<file path="config.mk">
export PLATFORM = sky130hd
export DESIGN_NAME = rv_imem_ctrl_flat
export DESIGN_NICKNAME = d
export VERILOG_FILES = /design/src/rtl/rv_imem_pkg.sv /design/src/rtl/rv_imem_ctrl_if.sv /design/src/rtl/rv_imem_arb.sv /design/src/rtl/rv_imem_ctrl.sv /design/src/flat_wrapper.sv
export SDC_FILE = /design/constraint.sdc
export NUM_CORES = 1
export LEC_CHECK = 0
export ABC_AREA = 1
export ABC_CLOCK_PERIOD_IN_PS = 7100
export CAP_MARGIN = 20
export CORE_MARGIN = 4
export CORE_UTILIZATION = 37
export DETAILED_ROUTE_END_ITERATION = 6
export PLACE_DENSITY_LB_ADDON = 0.12
export SETUP_SLACK_MARGIN = 0.5
export SLEW_MARGIN = 5
export SYNTH_ARGS = -nofsm -noshare
export SYNTH_HDL_FRONTEND = slang
export SYNTH_HIERARCHICAL = 1
export SYNTH_SLANG_ARGS = --single-unit
</file>
<file path="constraint.sdc">
create_clock -name clk -period 7.1 [get_ports clk]
set_clock_uncertainty 0.2 [all_clocks]
set_input_delay 2.13 -clock clk [delete_from_list [all_inputs] [get_ports clk]]
set_output_delay 2.13 -clock clk [all_outputs]
set_load 0.01 [all_outputs]
</file>
<file path="src/rtl/rv_imem_pkg.sv">
// Shared constants and helpers for the instruction-memory controller.
package rv_imem_pkg;

  // RV32I canonical NOP (addi x0, x0, 0), returned on errored fetches and after reset.
  localparam logic [31:0] NOP_INSN = 32'h0000_0013;

  localparam int unsigned DEPTH_DEF      = 1024;
  localparam int unsigned STARVE_MAX_DEF = 4;

  // Port-B owner for the current cycle.
  typedef enum logic [1:0] {
    PB_NONE,
    PB_FETCH,
    PB_DBG
  } pb_owner_e;

  // A fetch is in error when the PC is not word aligned or points past the RAM.
  function automatic logic fetch_addr_err(input logic [31:0] byte_addr,
                                          input int unsigned depth);
    return (byte_addr[1:0] != 2'b00) || ({2'b00, byte_addr[31:2]} >= depth);
  endfunction

endpackage

</file>
<file path="src/rtl/rv_imem_ctrl_if.sv">
// Fetch, debug and RAM-side signals of the instruction-memory controller.
interface rv_imem_ctrl_if import rv_imem_pkg::*; #(
  parameter int AW = $clog2(DEPTH_DEF)
);

  logic          if_req_i;
  logic [31:0]   if_addr_i;
  logic          if_flush_i;
  logic          if_gnt_o;
  logic          if_rvalid_o;
  logic [31:0]   if_rdata_o;
  logic          if_err_o;

  logic          dbg_req_i;
  logic          dbg_we_i;
  logic [AW-1:0] dbg_addr_i;
  logic [31:0]   dbg_wdata_i;
  logic          dbg_gnt_o;
  logic          dbg_rvalid_o;
  logic [31:0]   dbg_rdata_o;

  logic          mem_wena_o;
  logic [AW-1:0] mem_addra_o;
  logic [31:0]   mem_dina_o;
  logic          mem_renb_o;
  logic [AW-1:0] mem_addrb_o;
  logic [31:0]   mem_doutb_i;

  // Controller side.
  modport slave (
    input  if_req_i, if_addr_i, if_flush_i,
    output if_gnt_o, if_rvalid_o, if_rdata_o, if_err_o,
    input  dbg_req_i, dbg_we_i, dbg_addr_i, dbg_wdata_i,
    output dbg_gnt_o, dbg_rvalid_o, dbg_rdata_o,
    output mem_wena_o, mem_addra_o, mem_dina_o, mem_renb_o, mem_addrb_o,
    input  mem_doutb_i
  );

  // Environment side: fetch stage, debug port and RAM.
  modport master (
    output if_req_i, if_addr_i, if_flush_i,
    input  if_gnt_o, if_rvalid_o, if_rdata_o, if_err_o,
    output dbg_req_i, dbg_we_i, dbg_addr_i, dbg_wdata_i,
    input  dbg_gnt_o, dbg_rvalid_o, dbg_rdata_o,
    input  mem_wena_o, mem_addra_o, mem_dina_o, mem_renb_o, mem_addrb_o,
    output mem_doutb_i
  );

endinterface

</file>
<file path="src/rtl/rv_imem_arb.sv">
// Port-B arbiter: debug reads win by default, a fetch that has lost
// STARVE_MAX consecutive contentions wins the next one.
module rv_imem_arb import rv_imem_pkg::*; #(
  parameter int unsigned STARVE_MAX = STARVE_MAX_DEF
) (
  input  logic clk,
  input  logic rst,
  input  logic fetch_vld_i,
  input  logic dbg_rd_i,
  input  logic coll_i,
  output logic fetch_gnt_o,
  output logic dbg_gnt_o
);

  localparam int CW = $clog2(STARVE_MAX + 2);

  logic [CW-1:0] starve_q, starve_d;
  logic          starved;

  assign starved = (starve_q >= CW'(STARVE_MAX));

  // Grant decision and starvation count for the next cycle.
  always_comb begin
    fetch_gnt_o = fetch_vld_i & ~coll_i & (~dbg_rd_i | starved);
    dbg_gnt_o   = dbg_rd_i & ~fetch_gnt_o;
    starve_d    = starve_q;
    if (!fetch_vld_i || fetch_gnt_o) begin
      starve_d = '0;
    end else if (dbg_gnt_o) begin
      starve_d = starve_q + 1'b1;
    end
  end

  // Starvation counter register.
  always_ff @(posedge clk or posedge rst) begin
    if (rst) begin
      starve_q <= '0;
    end else begin
      starve_q <= starve_d;
    end
  end

endmodule

</file>
<file path="src/rtl/rv_imem_ctrl.sv">
// Instruction-RAM controller: debug writes on port A, fetch/debug reads
// arbitrated on the registered port B, errored fetches answered locally.
module rv_imem_ctrl import rv_imem_pkg::*; #(
  parameter int unsigned DEPTH      = DEPTH_DEF,
  parameter int          AW         = $clog2(DEPTH_DEF),
  parameter int unsigned STARVE_MAX = STARVE_MAX_DEF
) (
  input logic           clk,
  input logic           rst,
  rv_imem_ctrl_if.slave bus
);

  logic          addr_err;
  logic          err_req;
  logic          fetch_vld;
  logic          dbg_wr;
  logic          dbg_rd;
  logic          coll;
  logic          arb_fetch_gnt;
  logic          arb_dbg_gnt;
  logic [AW-1:0] if_word;
  logic [AW-1:0] addrb_q, addrb_d;
  pb_owner_e     pb_sel;

  logic          if_rvalid_q, if_err_q, if_rd_q;
  logic          dbg_rvalid_q;
  logic [31:0]   if_hold_q, dbg_hold_q;
  logic [31:0]   if_rdata, dbg_rdata;

  // Request qualification; everything is held off while reset is asserted.
  assign if_word   = bus.if_addr_i[AW+1:2];
  assign addr_err  = fetch_addr_err(bus.if_addr_i, DEPTH);
  assign err_req   = ~rst & bus.if_req_i & addr_err;
  assign fetch_vld = ~rst & bus.if_req_i & ~addr_err;
  assign dbg_wr    = ~rst & bus.dbg_req_i & bus.dbg_we_i;
  assign dbg_rd    = ~rst & bus.dbg_req_i & ~bus.dbg_we_i;
  // A fetch of the word being written this cycle waits, so it never sees stale data.
  assign coll      = fetch_vld & dbg_wr & (bus.dbg_addr_i == if_word);

  rv_imem_arb #(.STARVE_MAX(STARVE_MAX)) u_arb (
    .clk         (clk),
    .rst         (rst),
    .fetch_vld_i (fetch_vld),
    .dbg_rd_i    (dbg_rd),
    .coll_i      (coll),
    .fetch_gnt_o (arb_fetch_gnt),
    .dbg_gnt_o   (arb_dbg_gnt)
  );

  // Port-B owner and address; the address holds when the port is idle.
  always_comb begin
    pb_sel  = PB_NONE;
    addrb_d = addrb_q;
    if (arb_fetch_gnt) begin
      pb_sel  = PB_FETCH;
      addrb_d = if_word;
    end else if (arb_dbg_gnt) begin
      pb_sel  = PB_DBG;
      addrb_d = bus.dbg_addr_i;
    end
  end

  assign bus.mem_renb_o  = (pb_sel != PB_NONE);
  assign bus.mem_addrb_o = addrb_d;

  assign bus.mem_wena_o  = dbg_wr;
  assign bus.mem_addra_o = bus.dbg_addr_i;
  assign bus.mem_dina_o  = bus.dbg_wdata_i;

  assign bus.if_gnt_o    = err_req | arb_fetch_gnt;
  assign bus.dbg_gnt_o   = dbg_wr | arb_dbg_gnt;

  // Read data comes straight from the RAM in the response cycle, else holds.
  assign if_rdata  = if_rd_q ? bus.mem_doutb_i : (if_err_q ? NOP_INSN : if_hold_q);
  assign dbg_rdata = dbg_rvalid_q ? bus.mem_doutb_i : dbg_hold_q;

  assign bus.if_rvalid_o  = if_rvalid_q;
  assign bus.if_err_o     = if_err_q;
  assign bus.if_rdata_o   = if_rdata;
  assign bus.dbg_rvalid_o = dbg_rvalid_q;
  assign bus.dbg_rdata_o  = dbg_rdata;

  // Response pipeline; a flush kills the response of the fetch granted alongside it.
  always_ff @(posedge clk or posedge rst) begin
    if (rst) begin
      if_rvalid_q  <= 1'b0;
      if_err_q     <= 1'b0;
      if_rd_q      <= 1'b0;
      dbg_rvalid_q <= 1'b0;
      if_hold_q    <= NOP_INSN;
      dbg_hold_q   <= '0;
      addrb_q      <= '0;
    end else begin
      if_rvalid_q  <= (err_req | arb_fetch_gnt) & ~bus.if_flush_i;
      if_err_q     <= err_req & ~bus.if_flush_i;
      if_rd_q      <= arb_fetch_gnt & ~bus.if_flush_i;
      dbg_rvalid_q <= arb_dbg_gnt;
      if_hold_q    <= if_rdata;
      dbg_hold_q   <= dbg_rdata;
      addrb_q      <= addrb_d;
    end
  end

endmodule

</file>
<file path="src/flat_wrapper.sv">
// flat-port wrapper written by rule: the top's interface ports become plain ports
module rv_imem_ctrl_flat import rv_imem_pkg::*;
#(
  parameter int unsigned DEPTH      = DEPTH_DEF,
  parameter int          AW         = $clog2(DEPTH_DEF),
  parameter int unsigned STARVE_MAX = STARVE_MAX_DEF
)
  (clk, rst, bus_if_req_i, bus_if_addr_i, bus_if_flush_i, bus_if_gnt_o, bus_if_rvalid_o, bus_if_rdata_o, bus_if_err_o, bus_dbg_req_i, bus_dbg_we_i, bus_dbg_addr_i, bus_dbg_wdata_i, bus_dbg_gnt_o, bus_dbg_rvalid_o, bus_dbg_rdata_o, bus_mem_wena_o, bus_mem_addra_o, bus_mem_dina_o, bus_mem_renb_o, bus_mem_addrb_o, bus_mem_doutb_i);
  rv_imem_ctrl_if #(.AW(AW)) bus_i ();
  input logic clk;
  input logic rst;
  input wire logic [$bits(bus_i.if_req_i)-1:0] bus_if_req_i;
  input wire logic [$bits(bus_i.if_addr_i)-1:0] bus_if_addr_i;
  input wire logic [$bits(bus_i.if_flush_i)-1:0] bus_if_flush_i;
  output wire logic [$bits(bus_i.if_gnt_o)-1:0] bus_if_gnt_o;
  output wire logic [$bits(bus_i.if_rvalid_o)-1:0] bus_if_rvalid_o;
  output wire logic [$bits(bus_i.if_rdata_o)-1:0] bus_if_rdata_o;
  output wire logic [$bits(bus_i.if_err_o)-1:0] bus_if_err_o;
  input wire logic [$bits(bus_i.dbg_req_i)-1:0] bus_dbg_req_i;
  input wire logic [$bits(bus_i.dbg_we_i)-1:0] bus_dbg_we_i;
  input wire logic [$bits(bus_i.dbg_addr_i)-1:0] bus_dbg_addr_i;
  input wire logic [$bits(bus_i.dbg_wdata_i)-1:0] bus_dbg_wdata_i;
  output wire logic [$bits(bus_i.dbg_gnt_o)-1:0] bus_dbg_gnt_o;
  output wire logic [$bits(bus_i.dbg_rvalid_o)-1:0] bus_dbg_rvalid_o;
  output wire logic [$bits(bus_i.dbg_rdata_o)-1:0] bus_dbg_rdata_o;
  output wire logic [$bits(bus_i.mem_wena_o)-1:0] bus_mem_wena_o;
  output wire logic [$bits(bus_i.mem_addra_o)-1:0] bus_mem_addra_o;
  output wire logic [$bits(bus_i.mem_dina_o)-1:0] bus_mem_dina_o;
  output wire logic [$bits(bus_i.mem_renb_o)-1:0] bus_mem_renb_o;
  output wire logic [$bits(bus_i.mem_addrb_o)-1:0] bus_mem_addrb_o;
  input wire logic [$bits(bus_i.mem_doutb_i)-1:0] bus_mem_doutb_i;
  assign bus_i.if_req_i = bus_if_req_i;
  assign bus_i.if_addr_i = bus_if_addr_i;
  assign bus_i.if_flush_i = bus_if_flush_i;
  assign bus_if_gnt_o = bus_i.if_gnt_o;
  assign bus_if_rvalid_o = bus_i.if_rvalid_o;
  assign bus_if_rdata_o = bus_i.if_rdata_o;
  assign bus_if_err_o = bus_i.if_err_o;
  assign bus_i.dbg_req_i = bus_dbg_req_i;
  assign bus_i.dbg_we_i = bus_dbg_we_i;
  assign bus_i.dbg_addr_i = bus_dbg_addr_i;
  assign bus_i.dbg_wdata_i = bus_dbg_wdata_i;
  assign bus_dbg_gnt_o = bus_i.dbg_gnt_o;
  assign bus_dbg_rvalid_o = bus_i.dbg_rvalid_o;
  assign bus_dbg_rdata_o = bus_i.dbg_rdata_o;
  assign bus_mem_wena_o = bus_i.mem_wena_o;
  assign bus_mem_addra_o = bus_i.mem_addra_o;
  assign bus_mem_dina_o = bus_i.mem_dina_o;
  assign bus_mem_renb_o = bus_i.mem_renb_o;
  assign bus_mem_addrb_o = bus_i.mem_addrb_o;
  assign bus_i.mem_doutb_i = bus_mem_doutb_i;
  rv_imem_ctrl #(.DEPTH(DEPTH), .AW(AW), .STARVE_MAX(STARVE_MAX)) u_core (.clk(clk), .rst(rst), .bus(bus_i));
endmodule
</file>
# [Word level (Yosys, flattened, before mapping)]
# Cells that the tools add are included.
[classes] bitwise=24 eq_ne=1 reduce_logical=6 n_addsub=1 muxes=9 magnitude_cmp=2
[op_table] operator="$mux 32" count=3
[op_table] operator="$ge 30x11->1 const B" count=1
[op_table] operator="$mux 10" count=2
[op_table] operator="$and 1x1->1" count=14
[op_table] operator="$eq 10x10->1" count=1
[op_table] operator="$not 1->1" count=7
[op_table] operator="$mux 3" count=2
[op_table] operator="$reduce_bool 2->1" count=3
[op_table] operator="$mux 2" count=2
[op_table] operator="$add 3x1->3 const B" count=1
[op_table] operator="$ge 3x3->1 const B" count=1
[op_table] operator="$or 1x1->1" count=3
[op_table] operator="$logic_or 1x1->1" count=2
[op_table] operator="$logic_not 1->1" count=1
[totals] input_bits=112 reg_bits=81 elab_cells=51 out_inout_bits=123

# [Depth between registers and ports, before layout]
# Gate-level depths: netlist of the first run.
[depth] word_depth=14 ltp_mapped=15 depth_no_buf=15

# [By module]
# Netlist of the first run, hierarchy kept.
[modules_own_cells] mod="rv_imem_ctrl" n_inst=1 seq_area_each_um2=1955.6 cells_each=414 area_per_inst_um2=3560.9
[modules_own_cells] mod="rv_imem_arb" n_inst=1 seq_area_each_um2=75.1 cells_each=25 area_per_inst_um2=180.2

# [Least setup slack after synthesis of the first run]
# Ideal clock, no wire load.
[synth_path] path_kind="input-to-output" startpoint="in rst" endpoint="out bus_mem_addrb_o[0]" t_required_ps=4770 path_stages=15 path_slack_ps=230 n_path_buf=0 arrival_time_ps=4540 path_cell_list="inv_2 nand2_2 nor2_2 nand2_1 nor2_1 nand3_1 nor2_1 nor2_1 nand2_1 inv_1 nor2_2 inv_2 o21ai_0 a21oi_1 a21oi_1"
[synth_between] elab_chain_cells=12 word_cells_on_any_way=17 cone_classes="2 x mux; 15 x bitwise"
[synth_lines] item="start, declared" line_no="flat_wrapper.sv:11" rtl="input logic rst;"
[synth_lines] item="$not 1->1" line_no="rv_imem_ctrl.sv:35" rtl="assign dbg_wr = ~rst & bus.dbg_req_i & bus.dbg_we_i;"
[synth_lines] item="$and 1x1->1 (2 in a row)" line_no="rv_imem_ctrl.sv:35"
[synth_lines] item="named net bus_mem_wena_o" line_no="flat_wrapper.sv:26" rtl="output wire logic [$bits(bus_i.mem_wena_o)-1:0] bus_mem_wena_o;"
[synth_lines] item="$and 1x1->1 (2 in a row)" line_no="rv_imem_ctrl.sv:38" rtl="assign coll = fetch_vld & dbg_wr & (bus.dbg_addr_i == if_word);"
[synth_lines] item="named net u_core.coll" line_no="rv_imem_ctrl.sv:18" rtl="logic coll;"
[synth_lines] item="$not 1->1" line_no="rv_imem_arb.sv:24" rtl="fetch_gnt_o = fetch_vld_i & ~coll_i & (~dbg_rd_i | starved);"
[synth_lines] item="$and 1x1->1 (2 in a row)" line_no="rv_imem_arb.sv:24"
[synth_lines] item="named net u_core.arb_fetch_gnt" line_no="rv_imem_ctrl.sv:19" rtl="logic arb_fetch_gnt;"
[synth_lines] item="$not 1->1" line_no="rv_imem_arb.sv:25" rtl="dbg_gnt_o = dbg_rd_i & ~fetch_gnt_o;"
[synth_lines] item="$and 1x1->1" line_no="rv_imem_arb.sv:25"
[synth_lines] item="named net u_core.arb_dbg_gnt" line_no="rv_imem_ctrl.sv:20" rtl="logic arb_dbg_gnt;"
[synth_lines] item="$mux 10" line_no="rv_imem_ctrl.sv:57" rtl="end else if (arb_dbg_gnt) begin"
[synth_lines] item="$mux 10" line_no="rv_imem_ctrl.sv:54" rtl="if (arb_fetch_gnt) begin"
[synth_lines] item="end, declared" line_no="flat_wrapper.sv:30" rtl="output wire logic [$bits(bus_i.mem_addrb_o)-1:0] bus_mem_addrb_o;"
# The timed path passes the listed nets, and every way through them passes these cells.

# [Final worst setup path of the first run]
[layout_path] startpoint="in bus_if_addr_i[0]" endpoint="out bus_mem_addrb_o[1]"
[layout_between] elab_chain_cells=13
[layout_lines] item="start, declared" line_no="flat_wrapper.sv:13" rtl="input wire logic [$bits(bus_i.if_addr_i)-1:0] bus_if_addr_i;"
[layout_lines] item="$reduce_bool 2->1 *" line_no="rv_imem_pkg.sv:20" rtl="return (byte_addr[1:0] != 2'b00) || ({2'b00, byte_addr[31:2]} >= depth);"
[layout_lines] item="$logic_or 1x1->1 *" line_no="rv_imem_pkg.sv:20"
[layout_lines] item="$not 1->1 *" line_no="rv_imem_ctrl.sv:34" rtl="assign fetch_vld = ~rst & bus.if_req_i & ~addr_err;"
[layout_lines] item="$and 1x1->1 *" line_no="rv_imem_ctrl.sv:34"
[layout_lines] item="named net u_core.fetch_vld" line_no="rv_imem_ctrl.sv:15" rtl="logic fetch_vld;"
[layout_lines] item="$and 1x1->1 (2 in a row)" line_no="rv_imem_ctrl.sv:38"
[layout_lines] item="$not 1->1" line_no="rv_imem_arb.sv:24"
[layout_lines] item="$and 1x1->1 * (2 in a row)" line_no="rv_imem_arb.sv:24"
[layout_lines] item="named net u_core.arb_fetch_gnt" line_no="rv_imem_ctrl.sv:19"
[layout_lines] item="$not 1->1" line_no="rv_imem_arb.sv:25"
[layout_lines] item="$and 1x1->1" line_no="rv_imem_arb.sv:25"
[layout_lines] item="$mux 10" line_no="rv_imem_ctrl.sv:57"
[layout_lines] item="$mux 10 *" line_no="rv_imem_ctrl.sv:54"
# The timed path passes the listed nets; every way through them passes the cells marked *.

==> results of run 1 <==
[layout make-up]
type                    instances  area (um^2)  area share, %
repair buffers                236         2370           38.3
inverters                      59          233           3.76
well taps                     133          166           2.69
clock buffers                  11          151           2.45
multi-input cells             242         1190           19.3
repair inverters                2         12.5          0.202
flip-flops and latches         81         2030           32.9
clock inverters                 5         30.0          0.486
[state kept, by name (all words and copies together) (netlist names)]
name                     count
u_core/addrb_q              10
u_core/bus.dbg_rvalid_o      1
u_core/bus.if_err_o          1
u_core/bus.if_rvalid_o       1
u_core/dbg_hold_q           32
u_core/if_hold_q            32
u_core/if_rd_q               1
u_core/u_arb/starve_q        3
[per-layer routing]
| layer | share of wire (%) | track usage (%) | vias up |
|---|---|---|---|
| met5 | 0 | 0 | - |
| met3 | 8.4 | 6.63 | 26 |
| met2 | 50 | 30.1 | 151 |
| li1 | - | - | 1706 |
| met4 | 2.9 | 7.94 | 0 |
| met1 | 39 | 22.0 | 1651 |
[cell usage in the layout, fill, tap and decap left out, types with 7 or more instances in the layout]
cell type,n
clkdlybuf4s50_1,111
dfrtp_1,77
nand2_1,70
nor2_1,51
dlymetal6s2s_1,46
a21oi_1,45
buf_4,44
inv_1,42
o21ai_1,22
buf_6,20
inv_2,14
clkbuf_8,11
nor2_2,10
o21ai_0,10
a21oi_2,9
buf_2,7
[critical path, cell delays in order]
cell	delay (ps)
dlymetal6s2s_1	110
or2_1	230
nor2_2	120
nand4_1	160
inv_2	120
buf_6	90
inv_1	30
nor2_1	110
nand2_1	100
inv_2	100
buf_6	130
clkinvlp_4	140
buf_6	150
buf_6	120
nor2_4	80
a21oi_2	50
buf_2	140
[worst max-delay path by stage]
stage / from / end
3_5_place_dp: bus_if_addr_i[1] / bus_mem_addrb_o[3]
2_1_floorplan: rst / bus_mem_addrb_o[0]
5_1_grt: bus_if_addr_i[30] / bus_mem_addrb_o[4]
4_1_cts: rst / u_core/u_arb/starve_q[0]
6_report: bus_if_addr_i[0] / bus_mem_addrb_o[1]
3_3_place_gp: bus_if_addr_i[1] / bus_mem_addrb_o[3]
[cells by family after synthesis]
group | count (synthesis) | synth area share (%)
XOR/XNOR | 5 | 1.17
multiplexers | 1 | 0.301
buffers and inverters | 116 | 16.6
adder cells (fa/ha/maj) | 1 | 0.334
AO/OA/AOI/OAI | 90 | 12.1
AND/OR/NAND/NOR | 145 | 15.2
flip-flops | 81 | 54.3
[power groups by stage]
stage | combinational [mW] | sequential (mW) | clock [mW]
floorplan | 0.119 | 0.517 | 0
global placement | 0.243 | 0.522 | 0
detailed placement | 0.245 | 0.523 | 0
CTS | 0.245 | 0.514 | 0.319
global route | 0.282 | 0.515 | 0.340
finish | 0.259 | 0.511 | 0.309
[timing repair]
item,in CTS,in global routing
endpoints found under the hold margin,0,0
setup endpoints to repair,13,16
gates resized for setup,36,123
gates cloned,1,1
pin swaps,3,36
setup buffers,41,15
==> flow_metrics.env, run 1 <==
export IMPL_max_slew_margin_pct=62.7
export IMPL_setup_viol_count_final=0
export IMPL_first_pass_iters=4
export IMPL_power_density_mw_per_mm2=174
export IMPL_start_kind="input port"
export IMPL_grt_max_degree=79
export IMPL_avgSynthCellArea_um2=8.52
export IMPL_power_mw=1.08
export IMPL_end_kind="output port"
export IMPL_pre_cts_ws_ps=88.6
export IMPL_drt_vias_per_instance=4.60
export IMPL_hold_depth=2
export IMPL_ioPinCount=235
export IMPL_numCtsBuffers=9
export IMPL_netlist_area_leader_share_pct=52.2
export IMPL_die_w_um=109
export IMPL_rr_startpoint="u_core/u_arb/starve_q[2]"
export IMPL_synth_warnings=6
export IMPL_vias=3534
export IMPL_syn_num_nets=552
export IMPL_drtIter0Drc=169
export IMPL_num_rows=36
export IMPL_synthTopCellsByArea="dfrtp_1 (52%), buf_4 (8.6%), a21oi_1 (7.2%)"
export IMPL_path_clk_slew_ps=70
export IMPL_p_leak_nw=3.27
export IMPL_grt_setup_unrepaired="false"
export IMPL_whs_endpoint="u_core/if_hold_q[18]"
export IMPL_final_cells=769
export IMPL_tightest_slew_ps=559
export IMPL_cts_tree="built"
export IMPL_place_hpwl_um=7020
export IMPL_worstPathRequired_ps=4770
export IMPL_cts_buffer_depth=2
export IMPL_fill_cells=837
export IMPL_p_seq_share_pct=47.4
export IMPL_fin_util_pct=63.0
export IMPL_syn_inst=439
export IMPL_overflow=0
export IMPL_grt_pass1_vias=3526
export IMPL_fin_ws_ps=649
export IMPL_min_delay_start="u_core/if_hold_q[18]"
export IMPL_core_area_mm2=0.00982
export IMPL_worstHoldPathType="reg2reg"
export IMPL_gp_congestion=0.785
export IMPL_regToRegEndpoint="u_core/addrb_q[9]"
export IMPL_switching_share_pct=27.4
export IMPL_intPower_mw=0.783
export IMPL_power_switching_mw=0.296
export IMPL_synth_edf_count=0
export IMPL_max_cap_violations=0
export IMPL_synthArstFlopShare_pct=100
export IMPL_placed_area_mm2=0.00528
export IMPL_htree_levels=3
export IMPL_fin_area_mm2=0.00618
export IMPL_synth_most_common_cell="dfrtp_1"
export IMPL_cts_root_buf="clkbuf_8"
export IMPL_chipHeight_um=109
export IMPL_finalSetupTns_ps=0
export IMPL_area_growth_pct=65.3
export IMPL_clk_latency_ps=350
export IMPL_hold_ws_ps=303
export IMPL_syn_area_mm2=0.00374
export IMPL_postCtsHoldBufs=0
export IMPL_drt_wirelength_per_cell_um=15.0
export IMPL_antenna_found_initial=0
export IMPL_die_area_mm2=0.0118
export IMPL_cts_sinks=81
export IMPL_period_needed_ps=6450
export IMPL_reg2reg_depth=13
export IMPL_grt_pass1_wl_um=17000
export IMPL_track_usage_pct=18.4
export IMPL_slew_viol_final=0
export IMPL_clkPwrFrac_pct=28.6
export IMPL_synth_top_area_cell="dfrtp_1"
export IMPL_ys_types=24
export IMPL_rrSetupSlack_ps=5020
export IMPL_arrival_ps=4120
export IMPL_placed_cells=693
export IMPL_fin_crit_sh_pct=90.9
export IMPL_hold_violations=0
export IMPL_status="finished, final reports clean"
export IMPL_vdd_drop_max_mv=0.0836
export IMPL_synth_ff_type="dfrtp_1"
export IMPL_critPathKind="in2out"
export IMPL_io_buffers=170
export IMPL_synth_seq_cells=81
export IMPL_drc=0
export IMPL_yosys_top_cells_count="dfrtp_1 (78), nand2_1 (71), nor2_1 (62), inv_1 (55), a21oi_1 (54)"
export IMPL_fmax_ghz=0.155
export IMPL_ys_seq_area_share_pct=54.3
export IMPL_antenna_cells=0
export IMPL_drive_gt1_share_pct=23.0
export IMPL_drt_total_wl_um=11500
export IMPL_start_util_pct=38.1
export IMPL_critPathMaxFanout=4
export IMPL_ant_nets=0
export IMPL_combPwrFrac_pct=24.0
export IMPL_nets=744
Power figures use the tool's default switching activity.
==> inputs of run 2 (changes only) <==
ABC_CLOCK_PERIOD_IN_PS = not set   (was 7100)
==> results of run 2 <==
No change in the layout: final DEF, timing and power equal those of run 1.
